**src/rtl/fpu_ss_issue_ctrl.sv**
```systemverilog
// fpu_ss_issue_ctrl: issue sequencer and FP register scoreboard for the FPU subsystem.
// Pops instructions from the offload FIFO head and issues them to fpnew (up to MAX_INFLIGHT
// pipelined ops) or to the cmem port (one op at a time). RAW/WAW hazards against pending FP
// register writes stall the head. Arbitrates the single FP register file write port, giving
// load responses priority over fpnew results.
// Ports:
//   pop_*        FIFO head handshake and decoded instruction fields (rs*, rd, type flags)
//   fpu_in_*     fpnew issue handshake, fpu_tag_o = {rd_is_fp_i, rd_i}
//   fpu_out_*    fpnew result handshake with returned tag
//   cmem_q/p_*   memory request / response handshakes
//   c_p_*        integer result response to the core
//   fpr_*        FP register file write port control
//   busy_o       any operation outstanding
module fpu_ss_issue_ctrl #(
  parameter int unsigned MAX_INFLIGHT = 4
) (
  input  logic       clk_i,
  input  logic       rst_ni,
  input  logic       pop_valid_i,
  output logic       pop_ready_o,
  input  logic [4:0] rs1_i,
  input  logic [4:0] rs2_i,
  input  logic [4:0] rs3_i,
  input  logic [2:0] rs_used_i,
  input  logic [4:0] rd_i,
  input  logic       rd_is_fp_i,
  input  logic       use_fpu_i,
  input  logic       is_load_i,
  input  logic       is_store_i,
  output logic       fpu_in_valid_o,
  input  logic       fpu_in_ready_i,
  output logic [5:0] fpu_tag_o,
  input  logic       fpu_out_valid_i,
  output logic       fpu_out_ready_o,
  input  logic [5:0] fpu_tag_i,
  output logic       cmem_q_valid_o,
  input  logic       cmem_q_ready_i,
  input  logic       cmem_p_valid_i,
  output logic       cmem_p_ready_o,
  output logic       c_p_valid_o,
  input  logic       c_p_ready_i,
  output logic       fpr_we_o,
  output logic [4:0] fpr_waddr_o,
  output logic       fpr_wsel_o,
  output logic       busy_o
);

  localparam int unsigned CntW = 4;

  typedef enum logic [1:0] {MemIdle, MemReq, MemRsp} mem_state_e;

  logic [31:0]     sb_q, sb_d;
  logic [CntW-1:0] inflight_q;
  mem_state_e      mem_q;
  logic [4:0]      ld_rd_q;
  logic            ld_is_load_q;
  logic            int_pend_q;   // integer-result fpnew op outstanding

  logic [2:0] src_busy;
  logic       hazard, is_mem, fpu_can_issue;
  logic       fpu_in_hs, fpu_out_hs, mem_req_hs, ld_wr, fpu_wr;

  // Hazard is evaluated against the registered scoreboard only, so a same-cycle clear
  // never lets a dependent instruction through.
  assign src_busy = {sb_q[rs3_i], sb_q[rs2_i], sb_q[rs1_i]};
  assign hazard   = (|(rs_used_i & src_busy)) | (rd_is_fp_i & sb_q[rd_i]);
  assign is_mem   = (is_load_i | is_store_i) & ~use_fpu_i;

  // Integer-result ops wait for an empty pipe so their results stay in order.
  assign fpu_can_issue = use_fpu_i & ~hazard & ~int_pend_q &
                         (rd_is_fp_i ? (inflight_q < CntW'(MAX_INFLIGHT)) : (inflight_q == '0));

  assign fpu_in_valid_o = pop_valid_i & fpu_can_issue;
  assign fpu_tag_o      = {rd_is_fp_i, rd_i};
  assign fpu_in_hs      = fpu_in_valid_o & fpu_in_ready_i;

  assign cmem_q_valid_o = (mem_q == MemReq);
  assign mem_req_hs     = cmem_q_valid_o & cmem_q_ready_i;
  assign cmem_p_ready_o = (mem_q == MemRsp);

  assign pop_ready_o = pop_valid_i & (fpu_in_hs | mem_req_hs);

  // Writeback arbitration: a load response always wins the write port.
  assign ld_wr  = (mem_q == MemRsp) & ld_is_load_q & cmem_p_valid_i;
  assign fpu_wr = fpu_out_valid_i & fpu_tag_i[5] & ~ld_wr;

  assign fpu_out_ready_o = fpu_out_valid_i & (fpu_tag_i[5] ? ~ld_wr : c_p_ready_i);
  assign c_p_valid_o     = fpu_out_valid_i & ~fpu_tag_i[5];
  assign fpu_out_hs      = fpu_out_valid_i & fpu_out_ready_o;

  assign fpr_we_o    = ld_wr | fpu_wr;
  assign fpr_wsel_o  = ld_wr;
  assign fpr_waddr_o = ld_wr ? ld_rd_q : (fpu_wr ? fpu_tag_i[4:0] : 5'd0);

  assign busy_o = (sb_q != '0) | (inflight_q != '0) | (mem_q != MemIdle);

  always_comb begin
    sb_d = sb_q;
    if (ld_wr)                    sb_d[ld_rd_q]        = 1'b0;
    if (fpu_wr)                   sb_d[fpu_tag_i[4:0]] = 1'b0;
    if (fpu_in_hs && rd_is_fp_i)  sb_d[rd_i]           = 1'b1;
    if (mem_req_hs && is_load_i)  sb_d[rd_i]           = 1'b1;
  end

  always_ff @(posedge clk_i or negedge rst_ni) begin
    if (!rst_ni) begin
      sb_q         <= '0;
      inflight_q   <= '0;
      mem_q        <= MemIdle;
      ld_rd_q      <= '0;
      ld_is_load_q <= 1'b0;
      int_pend_q   <= 1'b0;
    end else begin
      sb_q <= sb_d;

      if (fpu_in_hs && !fpu_out_hs && inflight_q != '1) begin
        inflight_q <= inflight_q + CntW'(1);
      end else if (!fpu_in_hs && fpu_out_hs && inflight_q != '0) begin
        inflight_q <= inflight_q - CntW'(1);
      end

      if (fpu_in_hs && !rd_is_fp_i) begin
        int_pend_q <= 1'b1;
      end else if (fpu_out_hs && !fpu_tag_i[5]) begin
        int_pend_q <= 1'b0;
      end

      case (mem_q)
        MemIdle: if (pop_valid_i && is_mem && !hazard) mem_q <= MemReq;
        MemReq: begin
          if (cmem_q_ready_i) begin
            mem_q        <= MemRsp;
            ld_is_load_q <= is_load_i;
            if (is_load_i) ld_rd_q <= rd_i;
          end
        end
        MemRsp:  if (cmem_p_valid_i) mem_q <= MemIdle;
        default: mem_q <= MemIdle;
      endcase
    end
  end

endmodule

```
**config.mk**
```make
export PLATFORM = sky130hd
export DESIGN_NAME = fpu_ss_issue_ctrl
export DESIGN_NICKNAME = d
export VERILOG_FILES = /design/src/rtl/fpu_ss_issue_ctrl.sv
export SDC_FILE = /design/constraint.sdc
export NUM_CORES = 1
export LEC_CHECK = 0
export BUFFER_PORTS_ARGS = -buffer_cell sky130_fd_sc_hd__buf_2
export CORE_ASPECT_RATIO = 0.5
export CORE_MARGIN = 8
export CORE_UTILIZATION = 45
export DETAILED_ROUTE_END_ITERATION = 10
export GPL_TIMING_DRIVEN = 0
export PLACE_DENSITY = 0.66
export SKIP_CTS_REPAIR_TIMING = 1
export SYNTH_ARGS = -nofsm -noshare
export SYNTH_HDL_FRONTEND = slang
export SYNTH_SLANG_ARGS = --single-unit
```
**constraint.sdc**
```tcl
create_clock -name clk_i -period 4.1 [get_ports clk_i]
set_input_delay 0 -clock clk_i [delete_from_list [all_inputs] [get_ports clk_i]]
set_output_delay 0 -clock clk_i [all_outputs]
set_load 0.02 [all_outputs]
```
## Word-level counts from Yosys, hierarchy flattened

Index checks and enable logic that the tools add are counted.

- Add/subtract/negate cells: 2
- Order comparisons: 10
- Equality and inequality tests: 6
- Muxes and demuxes: 30
- Bitwise logic cells: 34
- Reductions and logical operators: 29

Operators by type and width:

| cell | count |
|---|---|
| 32-bit two-way mux | 4 |
| 32-bit bitwise AND | 2 |
| 32-bit inverter | 2 |
| 32-bit bitwise OR | 2 |
| 5-bit by 6-bit less-than comparator with 1-bit output, second input constant | 6 |
| 32-bit nonzero test | 1 |
| 1-bit binary-select mux with 5-bit select | 4 |
| 1-bit bitwise AND | 16 |
| 1-bit demux with 5-bit select | 3 |
| 5-bit by 1-bit greater-or-equal comparator with 1-bit output, second input constant | 3 |
| 1-bit logical AND | 13 |
| 1-bit two-way mux | 11 |
| 5-bit two-way mux | 2 |
| 4-bit two-way mux | 2 |
| 2-bit two-way mux | 3 |
| 1-bit bitwise OR | 6 |
| 2-bit one-hot mux with 3 select lines | 1 |
| 3-bit AND reduction | 2 |
| 2-bit nonzero test | 3 |
| 1-bit logical NOT | 5 |
| 1-bit inverter | 5 |
| 4-bit by 1-bit adder with 4-bit output, second input constant | 1 |
| 4-bit logical NOT | 1 |
| 4-bit by 3-bit less-than comparator with 1-bit output, second input constant | 1 |
| 11 further kinds | 12 |

- Flip-flop bits (word level): 45
- Bits of input ports: 41

## Longest topological paths before layout

Gate-level depths: netlist of the first run.

- Depth in word-level cells: 16
- Mapped depth: 15
- Mapped depth without buffers: 13

## Worst setup path after synthesis of the first run

OpenSTA, ideal clock, no wires.

- Kind: register to register
- From: register sb_q[3]
- To: register inflight_q[3]
- Setup time: 0.083 ns
- Data arrival time: 2.917 ns
- Required time: 4.017 ns
- Path slack: 1.100 ns
- Cell stages (with the launch flop): 13
- Clock period less this slack: 3.000 ns
- Cell sequence: dfrtp_1 mux4_2 nor2b_1 a2111oi_0 o32a_1 and4_1 nand3_1 ha_1 a21o_1 a21oi_1 and2_1 mux2i_1 o21ai_0

- Cells in the longest elaborated chain, start to end: 15
- Elaborated cells between the ends (all ways): 25

RTL lines:

| what | RTL line | source |
|---|---|---|
| from (decl) | 52 | `logic [31:0] sb_q, sb_d;` |
| from (signal assigned) | 107 | `sb_q <= '0;` |
| from (signal assigned) | 114 | `sb_q <= sb_d;` |
| 1-bit binary-select mux with 5-bit select | 65 | `assign src_busy = {sb_q[rs3_i], sb_q[rs2_i], sb_q[rs1_i]};` |
| 1-bit two-way mux (implied by the code) | 65 |  |
| 3-bit bitwise AND | 66 | `assign hazard = (\|(rs_used_i & src_busy)) \| (rd_is_fp_i & sb_q[rd_i]);` |
| 3-bit OR reduction | 66 |  |
| 1-bit bitwise OR * | 66 |  |
| 1-bit inverter * | 70 | `assign fpu_can_issue = use_fpu_i & ~hazard & ~int_pend_q &` |
| 1-bit bitwise AND * (3 in a row) | 70 |  |
| 1-bit bitwise AND * | 73 | `assign fpu_in_valid_o = pop_valid_i & fpu_can_issue;` |
| 1-bit bitwise AND * | 75 | `assign fpu_in_hs = fpu_in_valid_o & fpu_in_ready_i;` |
| 1-bit logical NOT | 118 | `end else if (!fpu_in_hs && fpu_out_hs && inflight_q != '0) begin` |
| 1-bit logical AND (2 in a row) | 118 |  |
| 2-bit nonzero test (no line) | - |  |
| to (signal assigned) | 117 | `inflight_q <= inflight_q + CntW'(1);` |
| to (signal assigned) | 119 | `inflight_q <= inflight_q - CntW'(1);` |
| to (decl) | 53 | `logic [CntW-1:0] inflight_q;` |

Every way passes the cells marked *; elsewhere a longest branch is shown, timed or not. The select of a mux whose other input is x is not followed.
A chain may end at the register's enable or synchronous reset.

## Worst setup path after layout of the first run

- From: register sb_q[0]
- To: register inflight_q[3]

The elaborated chain is that of the path after synthesis.

==> flow_summary_export.csv, run 1 <==
group,metric,value,unit
outcome,status,"completed",
pwr,swShare,37.8,%
yosys,synth.yosys.warnings,0,
critical_path,cp-end-kind,"flip-flop",
yosys,syn-num-nets,414,
timing,final.period_utilization,84.8,%
final_layout,antenna_cells,0,
timing,fin_skew,0.00752,ns
final_layout,area_growth,14.6,%
drt,wl_per_cell,23.4,µm
clock_network,cts_root_buf,"clkbuf_16",
yosys,synth.yosys.seq_area_share,30.2,%
global_routing,grt_pass1_vias,3518,
floorplan,core,0.00803,mm²
pwr,leakage,1.81,nW
placement,post-place-ws,0.657,ns
timing,finalSetupTns,0,ns
timing,tightest_slew,1.02,ns
pwr,powerDensity,374,mW/mm²
drt,drt-initial-drc-count,396,
yosys,async_reset_ff_share,100,%
yosys,syn_area_per_cell,10.1,µm²
floorplan,start_util,46.5,%
pwr,p_clk_share,24.5,%
yosys,synthCells,370,
yosys,synth-seq-cells,45,
timing,setup_slack,0.625,ns
floorplan,die_area,0.0116,mm²
clock_network,clk_latency,0.29,ns
run,drv_cap,0,
clock_network,cts.reportedPaths.clkPinSlew,0.06,ns
pwr,power_switching,0.605,mW
final_layout,final_common_cell,"buf_2",
yosys,post_synth_num_cell_types,58,
placement,place_congestion,0.991,
pwr,combinationalPowerShare,34.8,%
drt,via_per_inst,6.65,
min_path,hold_path.class,"primary input to flip-flop",
drt,wl,12.7,mm
floorplan,num_rows,23,
floorplan,fp.dieH,80.4,µm
timing,hold_viol_final,0,
placement,numPortBuffers,49,
global_routing,gr-total-overflow,0,
pwr,peakVddDrop,172,µV
yosys,synth_edf_count,0,
timing,achievable-frequency,288,MHz
global_routing,grtUsageTotal,22.3,%
timing,finalCriticalPeriod,3.47,ns
floorplan,io_pins,61,
timing,setup_viol,0,
global_routing,grt_pass1_wl,20.0,mm
critical_path,cp.arrival,3.68,ns
critical_path,worst_setup_path_start_kind,"flip-flop",
drt,firstDrtPassIters,5,
clock_network,cts_htree_levels,2,
yosys,synth_area,0.00373,mm²
placement,place_hpwl,9.21,mm
pwr,power.internal,0.996,mW
timing,max-slew-margin-rel,32.0,%
timing,drv_slew,0,
floorplan,die_width,145,µm
clock_network,clock_path_buffers,2,
clock_network,cts.sinks,45,
final_layout,n_fill_cell,745,
final_layout,finalNetCount,472,
final_layout,most-common-layout-cells,"50 x buf_2, 45 x dfrtp_1, 44 x nand2_1",
drt,vias,3598,
clock_network,cts_inserted_buffers,5,
yosys,synthFlopType,"dfrtp_1",
clock_network,cts_tree,"yes",
global_routing,grt_max_degree,46,
critical_path,critPathMaxFanout,6,
critical_path,path_class,"flip-flop to flip-flop",
critical_path,required,4.31,ns
global_routing,antenna_found_initial,0,
final_layout,drive_gt1_share,24.7,%
timing,rsz0062_at_grt,"false",
pwr,seqPwrFrac,40.7,%
drt,antenna_left,0,
drt,drc,0,
power by group through the flow:
stage	clock (mW)	sequential [mW]	combinational [mW]
after global routing	0.421	0.666	0.611
after detailed placement	0	0.654	0.547
after CTS	0.401	0.646	0.550
after floorplan	0	0.607	0.404
final	0.392	0.652	0.558
after global placement	0	0.650	0.538
layout make-up:
class	count	area, µm²	share of cell area, %
clock inverter	1	7.51	0.175
clock buffer	7	133	3.10
timing repair buffer	51	265	6.20
inverter	9	33.8	0.789
tap	112	140	3.27
multi-input combinational	287	2380	55.6
sequential	45	1130	26.3
buffer	29	196	4.59
registers in the layout (all words and copies together) (netlist names):
name and cells:
int_pend_q 1, sb_q 32, mem_q 2, ld_rd_q 5, ld_is_load_q 1, inflight_q 4
metrics by stage:
stage               utilization (%)  instances  cell area [µm²]  total power, mW  hold WS, ns
CTS                            53.0        539             4260             1.60      -0.0739
floorplan                         -        370             3730             1.01       -0.296
global placement               51.3        531             4120             1.19        0.222
finish                         53.3        541             4280             1.60      0.00642
global route                   53.3        541             4280             1.70       0.0108
detailed placement             51.3        531             4120             1.20        0.224
critical path, stage by stage, from the launching register on:
cell       delay (ns)
dfrtp_1          0.46
mux4_2           0.47
nor2b_1          0.15
a2111oi_0        0.38
o32a_1           0.44
and4_1           0.27
nand3_1          0.15
ha_1             0.32
a21o_1           0.17
a21oi_1          0.22
and2_1           0.16
mux2i_1          0.07
o21ai_0          0.14
cells by family (layout without fill, tap and decap cells):
| kind of cell | after synthesis | after routing | synth area share (%) |
|---|---|---|---|
| AOI/OAI and AO/OA | 97 | 97 | 20.2 |
| adders and majority gates | 3 | 3 | 1.21 |
| xor gates and xnor gates | 2 | 2 | 0.469 |
| DFF | 45 | 45 | 30.2 |
| muxes | 55 | 55 | 23.5 |
| buffers and inverters | 38 | 97 | 6.17 |
| and+or+nand+nor | 130 | 130 | 18.4 |
worst paths after layout:
kind	slack (ns)	end	start	cells after the start
worst min-delay path	0.006	mem_q[0]	cmem_q_ready_i	3
max in group asynchronous	3.03	sb_q[15]	rst_ni	2
worst max-delay path	0.63	inflight_q[3]	sb_q[0]	12
worst min register to register	0.48	ld_is_load_q	ld_is_load_q	2
worst max register to register	0.63	inflight_q[3]	sb_q[0]	12
min in group asynchronous	0.44	sb_q[8]	rst_ni	2
Yosys cell counts, types with 7 or more instances:
library cell  count  area [µm²]
buf_4             7        52.6
clkbuf_1          7        26.3
dfrtp_1          45        1130
inv_1             8        30.0
mux2i_1          28         280
mux4_1            8         210
mux4_2           14         315
nand2_1          44         165
nand3_1          22         110
nand3b_1          7        52.6
nor2_1           13        48.8
nor2b_1           7        43.8
nor4_1            9        56.3
o21ai_1          22         110
o221ai_1         32         280
o22ai_1           9        56.3
o41ai_1           8        70.1
metal layers:
metal  share of wire (%)  global-route usage [%]
met5                   0                       0
met4                 1.6                    5.66
met3                  14                    8.34
met2                  42                    32.1
met1                  43                    30.9
Power figures use the tool's default switching activity.
==> run 2: changes to the inputs <==
- PLACE_DENSITY: 0.66 -> 0.68
- clock period: 4.1 -> 3.1 ns (I/O delays scaled with it)
==> run 2 against run 1 <==
- the run now ends with negative setup slack left
- clock skew about the same
- flip-flop and latch count did not move
- largest cell class unchanged
- register-to-register slack got worse by 0.81 ns
- combinational power rose by 48%
- hold slack worse by 0.0011 ns
- via count up 3.7%
- sequential power increased by 33%
- maximum frequency increased by 5.8%
- critical path depth is 2 lower
- final area grew 5.7%
- routed wire length up 1.5%
- utilization is 3.0 points higher
==> flow_summary_export.csv, run 2 (synthesis gave the netlist of run 1 again) <==
group,metric,value,unit
pwr,p_clk_share,24.1,%
drt,firstDrtPassIters,5,
critical_path,reg2reg_from,"sb_q[26]",
global_routing,grt_pass1_vias,3492,
pwr,powerDensity,492,mW/mm²
critical_path,r2r_setup_slack,-0.18,ns
critical_path,worst_setup_path_start_kind,"flip-flop",
placement,numPortBuffers,49,
timing,final.period_utilization,106,%
critical_path,reg2reg_depth,10,
placement,place_hpwl,8.99,mm
floorplan,start_util,46.5,%
clock_network,cts.sinks,45,
timing,rsz0062_at_grt,"true",
pwr,leakage,1.89,nW
timing,drv_slew,0,
timing,max-slew-margin-rel,30.8,%
timing,tightest_slew,1.04,ns
final_layout,final_common_cell,"buf_2",
run,drv_cap,0,
pwr,peakVddDrop,353,µV
timing,setup_viol,3,
pwr,combinationalPowerShare,37.1,%
timing,finalCriticalPeriod,3.28,ns
global_routing,antenna_found_initial,0,
clock_network,clock_path_buffers,2,
placement,place_congestion,0.987,
timing,setup_slack,-0.185,ns
drt,drt-initial-drc-count,360,
clock_network,cts_tree,"yes",
final_layout,antenna_cells,0,
pwr,swShare,38.1,%
final_layout,largest_register_ffs,32,
critical_path,critPathMaxFanout,6,
critical_path,required,3.27,ns
final_layout,reg.largest.list,"sb_q (32), ld_rd_q (5), inflight_q (4)",
floorplan,io_pins,61,
pwr,power_switching,0.846,mW
critical_path,cp.arrival,3.45,ns
critical_path,r2r-end,"inflight_q[1]",
timing,fin_skew,0.00716,ns
clock_network,cts.reportedPaths.clkPinSlew,0.06,ns
final_layout,drive_gt1_share,36.2,%
min_path,min_path_cells,3,
outcome,status,"finished, violations left",
final_layout,most-common-layout-cells,"50 x buf_2, 44 x nand2_1, 32 x o221ai_1",
drt,drc,0,
timing,hold_viol_final,0,
clock_network,cts_inserted_buffers,5,
final_layout,area_growth,21.1,%
critical_path,cp-end-kind,"flip-flop",
final_layout,fin_cells,565,
final_layout,final_core_util,56.3,%
drt,via_per_inst,6.61,
global_routing,grtUsageTotal,21.5,%
clock_network,clk_latency,0.29,ns
floorplan,die_width,145,µm
clock_network,cts_htree_levels,2,
min_path,hold_path.class,"primary input to flip-flop",
drt,wl_per_cell,22.8,µm
final_layout,regMostFlops,"sb_q",
placement,dp_cells,531,
clock_network,cts_root_buf,"clkbuf_16",
pwr,seqPwrFrac,38.9,%
critical_path,path_class,"flip-flop to flip-flop",
outcome,failed_checks,"negative setup slack",
floorplan,core,0.00803,mm²
drt,vias,3732,
floorplan,num_rows,23,
global_routing,gr-total-overflow,0,
global_routing,grt_pass1_wl,19.3,mm
floorplan,fp.dieH,80.4,µm
timing,achievable-frequency,304,MHz
min_path,min_from,"cmem_q_ready_i",
min_path,hold_end,"mem_q[0]",
pwr,power.internal,1.38,mW
final_layout,finalNetCount,496,
pwr,design_power_total,2.22,mW
drt,wl,12.9,mm
drt,antenna_left,0,
floorplan,die_area,0.0116,mm²
global_routing,grt_max_degree,46,
run 2: how the worst max path moves through the flow:
stage               startpoint            end  slack, ns  cells past startpoint
detailed placement     sb_q[3]  inflight_q[3]      -0.33                     12
finish                sb_q[26]  inflight_q[1]      -0.18                     10
CTS                    sb_q[3]  inflight_q[3]      -0.36                     12
global placement       sb_q[0]  inflight_q[3]      -0.31                     12
global route           sb_q[4]  inflight_q[3]      -0.25                     13
floorplan              sb_q[3]  inflight_q[3]       0.10                     12
run 2: metrics by stage:
step | area (µm²) | hold slack (ns) | setup slack, ns | TNS [ns]
5_1_grt | 4520 | 0.0449 | -0.250 | -0.721
4_1_cts | 4270 | -0.0696 | -0.358 | -0.431
3_5_place_dp | 4120 | 0.222 | -0.334 | -0.423
2_1_floorplan | 3730 | -0.296 | 0.100 | 0
3_3_place_gp | 4120 | 0.217 | -0.308 | -0.337
6_report | 4520 | 0.00531 | -0.185 | -0.433
run 2: final cells by class:
type                            instances  area [µm²]
Buffer                                 29         196
Clock buffer                            5         125
Clock inverter                          3        21.3
Fill cell                             709        3510
Inverter                                9        33.8
Multi-Input combinational cell        287        2410
Sequential cell                        45        1150
Tap cell                              112         140
Timing Repair Buffer                   75         445
run 2: worst max-delay path: stages (launching register included):
cell and delay [ns]:
dfrtp_1 0.50, mux4_1 0.53, mux2i_1 0.14, mux4_2 0.25, nor2b_2 0.08, a311oi_4 0.37, and4_4 0.31, nand3_4 0.09
buf_4 0.17, fa_1 0.45, mux2_1 0.28
run 2: per-layer routing:
layer / wire length (µm) / up-vias / track usage (%)
li1: - / 1642 / -
met5: 0 / - / 0
met1: 5700 / 1831 / 30.6
met3: 1570 / 23 / 5.68
met2: 5370 / 236 / 31.7
met4: 218 / 0 / 5.25
run 2: power by group through the flow:
stage | sequential (mW) | clock [mW] | combinational (mW)
5_1_grt | 0.879 | 0.557 | 0.905
3_3_place_gp | 0.861 | 0 | 0.709
6_report | 0.864 | 0.535 | 0.825
3_5_place_dp | 0.864 | 0 | 0.723
4_1_cts | 0.855 | 0.537 | 0.726
2_1_floorplan | 0.803 | 0 | 0.535
